## config.mk

```make
export PLATFORM = sky130hd
export DESIGN_NAME = seg7_scan_ctrl
export DESIGN_NICKNAME = d
export VERILOG_FILES = /design/src/rtl/seg7_pkg.sv /design/src/rtl/hex7seg.sv /design/src/rtl/seg7_scan_ctrl.sv
export SDC_FILE = /design/constraint.sdc
export NUM_CORES = 1
export LEC_CHECK = 0
export BUFFER_PORTS_ARGS = -buffer_cell sky130_fd_sc_hd__buf_2
export CAP_MARGIN = 20
export CORE_ASPECT_RATIO = 1.75
export CORE_UTILIZATION = 35
export DETAILED_ROUTE_END_ITERATION = 10
export SETUP_SLACK_MARGIN = 0.1
export SLEW_MARGIN = 5
export SYNTH_ARGS = -nofsm -noshare
export SYNTH_HDL_FRONTEND = slang
export SYNTH_HIERARCHICAL = 1
export SYNTH_SLANG_ARGS = --single-unit
```

## constraint.sdc

```tcl
create_clock -name clk -period 3.1 [get_ports clk]
set_input_delay 0.31 -clock clk [delete_from_list [all_inputs] [get_ports clk]]
set_output_delay 0.31 -clock clk [all_outputs]
set_load 0.01 [all_outputs]
```

## src/rtl/seg7_pkg.sv

```systemverilog
// Shared types and the hex-to-segment pattern table for the 7-segment scan logic.
// Segment bytes are {dp,g,f,e,d,c,b,a}, active low; dp is always off.
package seg7_pkg;

  typedef logic [7:0] seg_t;

  typedef struct packed {
    logic       on;
    logic [3:0] val;
  } digit_t;

  localparam seg_t SEG_BLANK = 8'hFF;

  localparam seg_t SEG_HEX [16] = '{
    8'hC0, 8'hF9, 8'hA4, 8'hB0, 8'h99, 8'h92, 8'h82, 8'hF8,
    8'h80, 8'h90, 8'h88, 8'h83, 8'hC6, 8'hA1, 8'h86, 8'h8E
  };

endpackage

```

## src/rtl/hex7seg.sv

```systemverilog
// Combinational hex digit to 7-segment pattern lookup (active low, dp off).
// Ports:
//   val  in   4-bit hex value
//   seg  out  segment pattern {dp,g,f,e,d,c,b,a}
module hex7seg
  import seg7_pkg::*;
(
  input  logic [3:0] val,
  output seg_t       seg
);

  always_comb begin
    seg = SEG_HEX[val];
  end

endmodule

```

## src/rtl/seg7_scan_ctrl.sv

```systemverilog
// Time-multiplexed scan controller for common-anode 7-segment digits on a shared
// segment bus. Host writes a shadow register file; a commit copies it to the
// active file at the next frame end so a frame never mixes old and new values.
// Ports:
//   clk, rst_n            clock, synchronous active-low reset
//   wr_valid/wr_ready     shadow write handshake (wr_idx, wr_val, wr_on)
//   commit                pulse: copy shadow to active at next frame end
//   frame_done            registered pulse, cycle after each frame end
//   an                    anode selects, active low
//   seg                   segments {dp,g,f,e,d,c,b,a}, active low
//
// state    | meaning
// ST_BLANK | first BLANK_CYCLES of a slot, all anodes off
// ST_SHOW  | rest of the slot, current digit driven
module seg7_scan_ctrl
  import seg7_pkg::*;
#(
  parameter int NUM_DIGITS   = 8,
  parameter int DIV_CYCLES   = 1000,
  parameter int BLANK_CYCLES = 2
) (
  input  logic                  clk,
  input  logic                  rst_n,
  input  logic                  wr_valid,
  output logic                  wr_ready,
  input  logic [2:0]            wr_idx,
  input  logic [3:0]            wr_val,
  input  logic                  wr_on,
  input  logic                  commit,
  output logic                  frame_done,
  output logic [NUM_DIGITS-1:0] an,
  output seg_t                  seg
);

  localparam int CW = $clog2(DIV_CYCLES);
  localparam int DW = $clog2(NUM_DIGITS);

  localparam logic [CW-1:0]         CNT_LAST  = CW'(DIV_CYCLES - 1);
  localparam logic [CW-1:0]         BLANK_LIM = CW'(BLANK_CYCLES);
  localparam logic [DW-1:0]         DIG_LAST  = DW'(NUM_DIGITS - 1);
  localparam logic [NUM_DIGITS-1:0] AN_ONE    = NUM_DIGITS'(1);

  typedef enum logic {ST_BLANK, ST_SHOW} state_t;

  state_t                  state_q, state_d;
  logic [CW-1:0]           cnt_q, cnt_d;
  logic [DW-1:0]           dig_q, dig_d;
  logic                    slot_end, frame_end;
  logic                    pending_q;
  logic                    wr_hit;
  digit_t                  shadow [NUM_DIGITS];
  digit_t                  active [NUM_DIGITS];
  digit_t                  cur;
  seg_t                    dec_seg;
  seg_t                    seg_d;
  logic [NUM_DIGITS-1:0]   an_d;

  assign cur      = active[dig_q];
  assign wr_ready = ~pending_q;
  assign wr_hit   = wr_valid & wr_ready & (int'(wr_idx) < NUM_DIGITS);

  hex7seg u_dec (
    .val (cur.val),
    .seg (dec_seg)
  );

  always_comb begin
    slot_end  = (cnt_q == CNT_LAST);
    frame_end = slot_end && (dig_q == DIG_LAST);
    cnt_d     = slot_end ? '0 : cnt_q + 1'b1;
    dig_d     = dig_q;
    if (slot_end) begin
      dig_d = (dig_q == DIG_LAST) ? '0 : dig_q + 1'b1;
    end
    state_d = (cnt_d < BLANK_LIM) ? ST_BLANK : ST_SHOW;

    an_d  = '1;
    seg_d = SEG_BLANK;
    case (state_q)
      ST_SHOW: begin
        an_d = ~(AN_ONE << dig_q);
        if (cur.on) begin
          seg_d = dec_seg;
        end
      end
      default: begin
        an_d  = '1;
        seg_d = SEG_BLANK;
      end
    endcase
  end

  always_ff @(posedge clk) begin
    if (!rst_n) begin
      state_q <= ST_BLANK;
      cnt_q   <= '0;
      dig_q   <= '0;
    end else begin
      state_q <= state_d;
      cnt_q   <= cnt_d;
      dig_q   <= dig_d;
    end
  end

  always_ff @(posedge clk) begin
    if (!rst_n) begin
      an         <= '1;
      seg        <= SEG_BLANK;
      frame_done <= 1'b0;
    end else begin
      an         <= an_d;
      seg        <= seg_d;
      frame_done <= frame_end;
    end
  end

  // A commit arriving while one is pending is ignored; the copy at frame end
  // uses the shadow as it stood before that edge (writes are blocked anyway).
  always_ff @(posedge clk) begin
    if (!rst_n) begin
      pending_q <= 1'b0;
      for (int i = 0; i < NUM_DIGITS; i++) begin
        shadow[i] <= '0;
        active[i] <= '0;
      end
    end else begin
      if (wr_hit) begin
        shadow[wr_idx[DW-1:0]] <= '{on: wr_on, val: wr_val};
      end
      if (frame_end && pending_q) begin
        for (int i = 0; i < NUM_DIGITS; i++) begin
          active[i] <= shadow[i];
        end
        pending_q <= 1'b0;
      end else if (commit && !pending_q) begin
        pending_q <= 1'b1;
      end
    end
  end

endmodule

```

==> impl_metrics.yaml, run 1 <==
outcome:
  status: "completed"
synth:
  syn_nets: 397
  synth_fa_ha_area_frac: 0.0360
  synth_compound_area_frac: 0.0427
  yosysTopAreaCellShare: 0.494
  ys_types: 46
  ys_seq_area_frac: 0.638
  synth.area.top_cells: "edfxtp_1 49%, dfxtp_1 14%, and2_1 11%, mux4_2 4.6%, ha_1 3.6%"
  syn-instance-count: 371
  synth_top_family_by_area: "simple AND/OR/NAND/NOR gates"
  ys_seq_elements: 115
  yosys_warnings: 6
  synth_area_um2: 4870
  muxShareOfSynthArea: 0.0620
  yosys.area.top_type: "edfxtp_1"
  synth_area_per_cell_um2: 13.1
  synthXorXnorAreaFrac: 0.00900
  synth-simple-area-share: 0.190
worst_setup_path:
  crit_path_max_fanout: 9
  ff2ff_setup_slack_ns: 0.43
  reg2regPathDepth: 7
  rr_endpoint: "seg[3]"
  cp.arrival_ns: 2.95
  worstPathCellList: "mux4_2 > mux2_2 > ha_1 > or2_1 > a21oi_1 > a31oi_1 > or3_1"
  endpoint_kind: "flop"
  crit_family: "multiplexers"
  slowest_delay_ns: 0.66
  criticalPathCategory: "flop to flop"
  crit_buf_inv: 0
  worstPathRequired_ns: 3.38
  slowest_stage: "dfxtp_1"
  startpoint_type: "flop"
power_and_ir_drop:
  p_leak_uw: 0.00215
  p_comb_frac: 0.037
  total_power_uw: 3640
  p_int_uw: 2890
  power_density_nw_per_um2: 634
  sw_frac_of_total: 0.205
  p_clk_frac: 0.489
  pwr-share-seq: 0.473
  vdd_drop_max_uv: 463
  switchingPower_uw: 747
cells_and_area:
  multi_input_area_um2: 1660
  n_antenna_cell: 0
  final_nets: 438
  syn2layout_area_growth_pct: 18.1
  drive_above_1_share: 0.188
  fin_util: 0.427
  register_area_um2: 3100
  nFillCells: 1256
sta:
  period_minus_slack_ns: 2.67
  final_hold_viol_count: 0
  setup_viol: 0
  finalCritPeriodShare: 0.863
  relSlewSlack: 0.549
  worst_pin_slew_ns: 0.670
  clock.fmax_mhz: 374
  tns_ns: 0
  final.setup.worst_slack_ns: 0.426
  finalClockSkew_ns: 0.0102
  slew_viol_final: 0
  rsz0062_at_grt: "false"
route:
  drt-initial-drc-count: 87
  via_count: 2741
  vias_per_cell: 4.58
  wire_per_inst_um: 14.3
  dr.pass1.iters: 4
  drc: 0
  routed_wirelength_mm: 8.58
  postRouteAntennaNets: 0
die:
  core_um2: 13500
  num_rows: 56
  ios: 30
  die-area_um2: 14400
  dieWidth_um: 91.1
  die_y_um: 158
  start_util: 0.362
placement:
  gp_congestion: 0.796
  port_buffers: 29
  dp_slack_ns: 0.421
  dp_hpwl_mm: 6.50
min_path:
  hold_start: "commit"
  min_to: "pending_q"
  hold_class: "primary input to flop"
  hold_depth: 2
clock_tree:
  clock_latency_ns: 0.40
  cts_resized: 0
  clk_pin_slew_ns: 0.06
  hold_buffers: 0
  cts_setup_buffers: 0
  cts_buffers: 17
  clock-sinks: 115
  cts_tree: "yes"
  clk_path_buf_depth: 2
  clockRootBuffer: "clkbuf_16"
  h-tree-depth: 4
global_routing:
  grt.total_usage: 0.131
  grt_max_degree: 41
  grt-ovfl-total: 0
  grt_antenna_before_repair: 0
  grt_pass1_wl_mm: 13.9
  grt_pass1_vias: 2873
job:
  maxCapViolations: 0
synthesized netlist by cell type, drive strengths merged:
library cell,number
mux2,5
nand2,25
inv,10
mux4,10
dfxtp,35
a31oi,1
or2,2
ha,14
o211a,2
and2,85
buf,5
and4bb,1
nor3,2
edfxtp,80
a21oi,3
clkbuf,7
and3,4
xor2,4
o21ai,15
nand2b,5
nand4,2
o21a,2
xnor2,1
o41a,1
mux2i,2
o22ai,3
nand3b,1
a41oi,1
or3,10
o31ai,1
nand3,10
a21boi,3
o211ai,1
nor2,16
conb,1
nor2b,1
worst max-delay path by stage:
stage | start | endpoint | slack [ns] | depth (start not counted)
global route | flop | seg[3] | 0.25 | 7
global placement | flop | seg[3] | 0.47 | 7
floorplan | cnt_q[0] | active[0][0] | 0.63 | 6
detailed placement | flop | seg[3] | 0.42 | 7
finish | flop | seg[3] | 0.43 | 7
CTS | flop | seg[3] | 0.40 | 7
cell usage in the layout, fill, tap and decap left out, drive strengths merged, types with 13 or more instances in the layout:
master,Yosys,routed
and2,85,85
inv,10,13
buf,5,34
nand2,25,25
ha,14,14
dfxtp,35,35
nor2,16,16
o21ai,15,15
edfxtp,80,80
clkbuf,7,23
kinds of logic after synthesis:
kind of cell,after synthesis
simple gates,164
flops,115
compound gates,33
buf+inv,22
mux,17
fa+ha+maj,14
xor+xnor,5
other cells,1
per-layer routing:
| metal | up-vias | GRT usage | part of all wire |
|---|---|---|---|
| li1 | 1400 | - | - |
| met1 | 1297 | 0.117 | 0.36 |
| met2 | 32 | 0.267 | 0.60 |
| met3 | 12 | 0.0269 | 0.018 |
| met4 | 0 | 0.0726 | 0.020 |
| met5 | - | 0 | 0 |
sequential cells by signal (all words and copies together), names as in the netlist, named ones only:
register / count
shadow: 40
pending_q: 1
frame_done: 1
dig_q: 3
an: 8
active: 40
cnt_q: 10
seg: 8
state_q: 1
stage by stage:
stage / cells / instance area, um^2 / hold WS (ns)
after floorplan: 371 / 4870 / 0.394
after global placement: 567 / 5200 / 0.433
after detailed placement: 567 / 5200 / 0.443
after CTS: 599 / 5750 / 0.120
after global routing: 599 / 5750 / 0.138
final: 599 / 5750 / 0.132
power by group through the flow:
stage	logic (uW)	registers, uW	clock network, uW
2_1_floorplan	92.0	1750	0
3_3_place_gp	135	1750	0
3_5_place_dp	138	1760	0
4_1_cts	139	1720	1810
5_1_grt	152	1730	1880
6_report	136	1720	1780
final cells by class:
cell class,count,area share
Multi-Input combinational cell,234,0.288
Clock buffer,23,0.0814
Inverter,10,0.00653
Clock inverter,9,0.0142
Timing Repair Buffer,34,0.0318
Sequential cell,115,0.540
Tap cell,174,0.0379
Power figures use the tool's default switching activity.
==> run 2: changes to the inputs <==
==> constraint.sdc (replaced) <==
create_clock -name clk -period 2.7 [get_ports clk]
set_input_delay 0.27 -clock clk [delete_from_list [all_inputs] [get_ports clk]]
set_output_delay 0.27 -clock clk [all_outputs]
set_load 0.01 [all_outputs]
==> impl_metrics.yaml, run 2 (synthesis results as in run 1) <==
outcome:
  status: "completed"
sta:
  rsz0062_at_grt: "false"
  period_minus_slack_ns: 2.44
  worst_pin_slew_ns: 0.639
  clock.fmax_mhz: 410
  finalClockSkew_ns: 0.0116
  final_hold_viol_count: 0
  finalCritPeriodShare: 0.904
  slew_viol_final: 0
  relSlewSlack: 0.569
  tns_ns: 0
  setup_viol: 0
worst_setup_path:
  slowest_stage: "mux4_2"
  crit_buf_inv: 1
  crit_family: "multiplexers"
  worstPathRequired_ns: 2.99
  ff2ff_setup_slack_ns: 0.26
  slowest_delay_ns: 0.50
  startpoint_type: "flop"
  crit_path_max_fanout: 10
  criticalPathCategory: "flop to flop"
  endpoint_kind: "flop"
  cp.arrival_ns: 2.73
  worstPathCellList: "buf_12 > mux4_2 > mux2_2 > ha_1 > or2_1 > a21oi_1 > a31oi_1 > or3_1"
power_and_ir_drop:
  p_leak_uw: 0.00218
  vdd_drop_max_uv: 649
  power_density_nw_per_um2: 735
  total_power_uw: 4290
route:
  postRouteAntennaNets: 0
  vias_per_cell: 4.58
  via_count: 2769
  drc: 0
  dr.pass1.iters: 4
  routed_wirelength_mm: 8.66
  wire_per_inst_um: 14.3
  drt-initial-drc-count: 89
clock_tree:
  h-tree-depth: 4
  clock_latency_ns: 0.41
  clk_path_buf_depth: 2
  cts_tree: "yes"
  cts_setup_buffers: 0
  clock-sinks: 115
  cts_buffers: 17
  clk_pin_slew_ns: 0.06
  clockRootBuffer: "clkbuf_16"
  hold_buffers: 0
  cts_resized: 0
cells_and_area:
  n_antenna_cell: 0
  mostFrequentLayoutCells: "85 x and2_1, 80 x edfxtp_1, 35 x dfxtp_1"
  syn2layout_area_growth_pct: 19.9
  final_common_cell: "and2_1"
  final_nets: 443
  top_regs: "active x40, shadow x40, cnt_q x10"
  drive_above_1_share: 0.205
global_routing:
  grt_pass1_wl_mm: 13.9
  grt_pass1_vias: 2773
  grt-ovfl-total: 0
  grt_max_degree: 41
  grt_antenna_before_repair: 0
  grt.total_usage: 0.133
die:
  start_util: 0.362
  die-area_um2: 14400
  die_y_um: 158
  dieWidth_um: 91.1
  num_rows: 56
  ios: 30
  core_um2: 13500
min_path:
  hold_class: "primary input to flop"
placement:
  dp_hpwl_mm: 6.45
  gp_congestion: 0.769
  port_buffers: 29
job:
  maxCapViolations: 0
## run 2: cell types whose count changed in the layout (fill, tap and decap cells not counted), moves of 3 or more
| cell | delta |
|---|---|
| buf_4 | +3 |
| clkbuf_1 | -4 |
| inv_4 | -3 |
| inv_6 | +3 |
| inv_8 | +3 |
## run 2: final timing paths
| check | from | endpoint | cells past startpoint |
|---|---|---|---|
| worst min-delay path | commit | pending_q | 2 |
| worst min register to register | state_q | an[3] | 1 |
| worst max-delay path | flop | seg[3] | 8 |
| worst max register to register | flop | seg[3] | 8 |
## run 2: metrics by stage
step	utilization	setup WS [ns]	cells	hold WS, ns	cell area [um^2]
CTS	0.434	0.259	604	0.0760	5830
floorplan	-	0.231	371	0.394	4870
global route	0.434	0.170	604	0.0940	5830
finish	0.434	0.258	604	0.0869	5830
detailed placement	0.391	0.263	572	0.434	5260
global placement	0.391	0.300	572	0.444	5260
## run 2: cell type report
class | count | area, um^2
clock buffers | 17 | 425
clock inverters | 15 | 149
fillers | 1252 | 7620
inverters | 10 | 37.5
multi-input cells | 234 | 1660
flip-flops and latches | 115 | 3100
well taps | 174 | 218
repair buffers | 39 | 245
## run 2: routing by layer
layer  track usage  wire length [um]  vias to the layer above
met5             0                 0                        -
met4        0.0771               282                        0
met3        0.0365               213                       17
met2         0.263              5120                       47
met1         0.117              3050                     1303
li1              -                 -                     1402
## run 2: report_power, final
group          switching (uW)  internal (uW)
logic                    99.4           65.2
registers                25.1           1950
clock network             856           1290
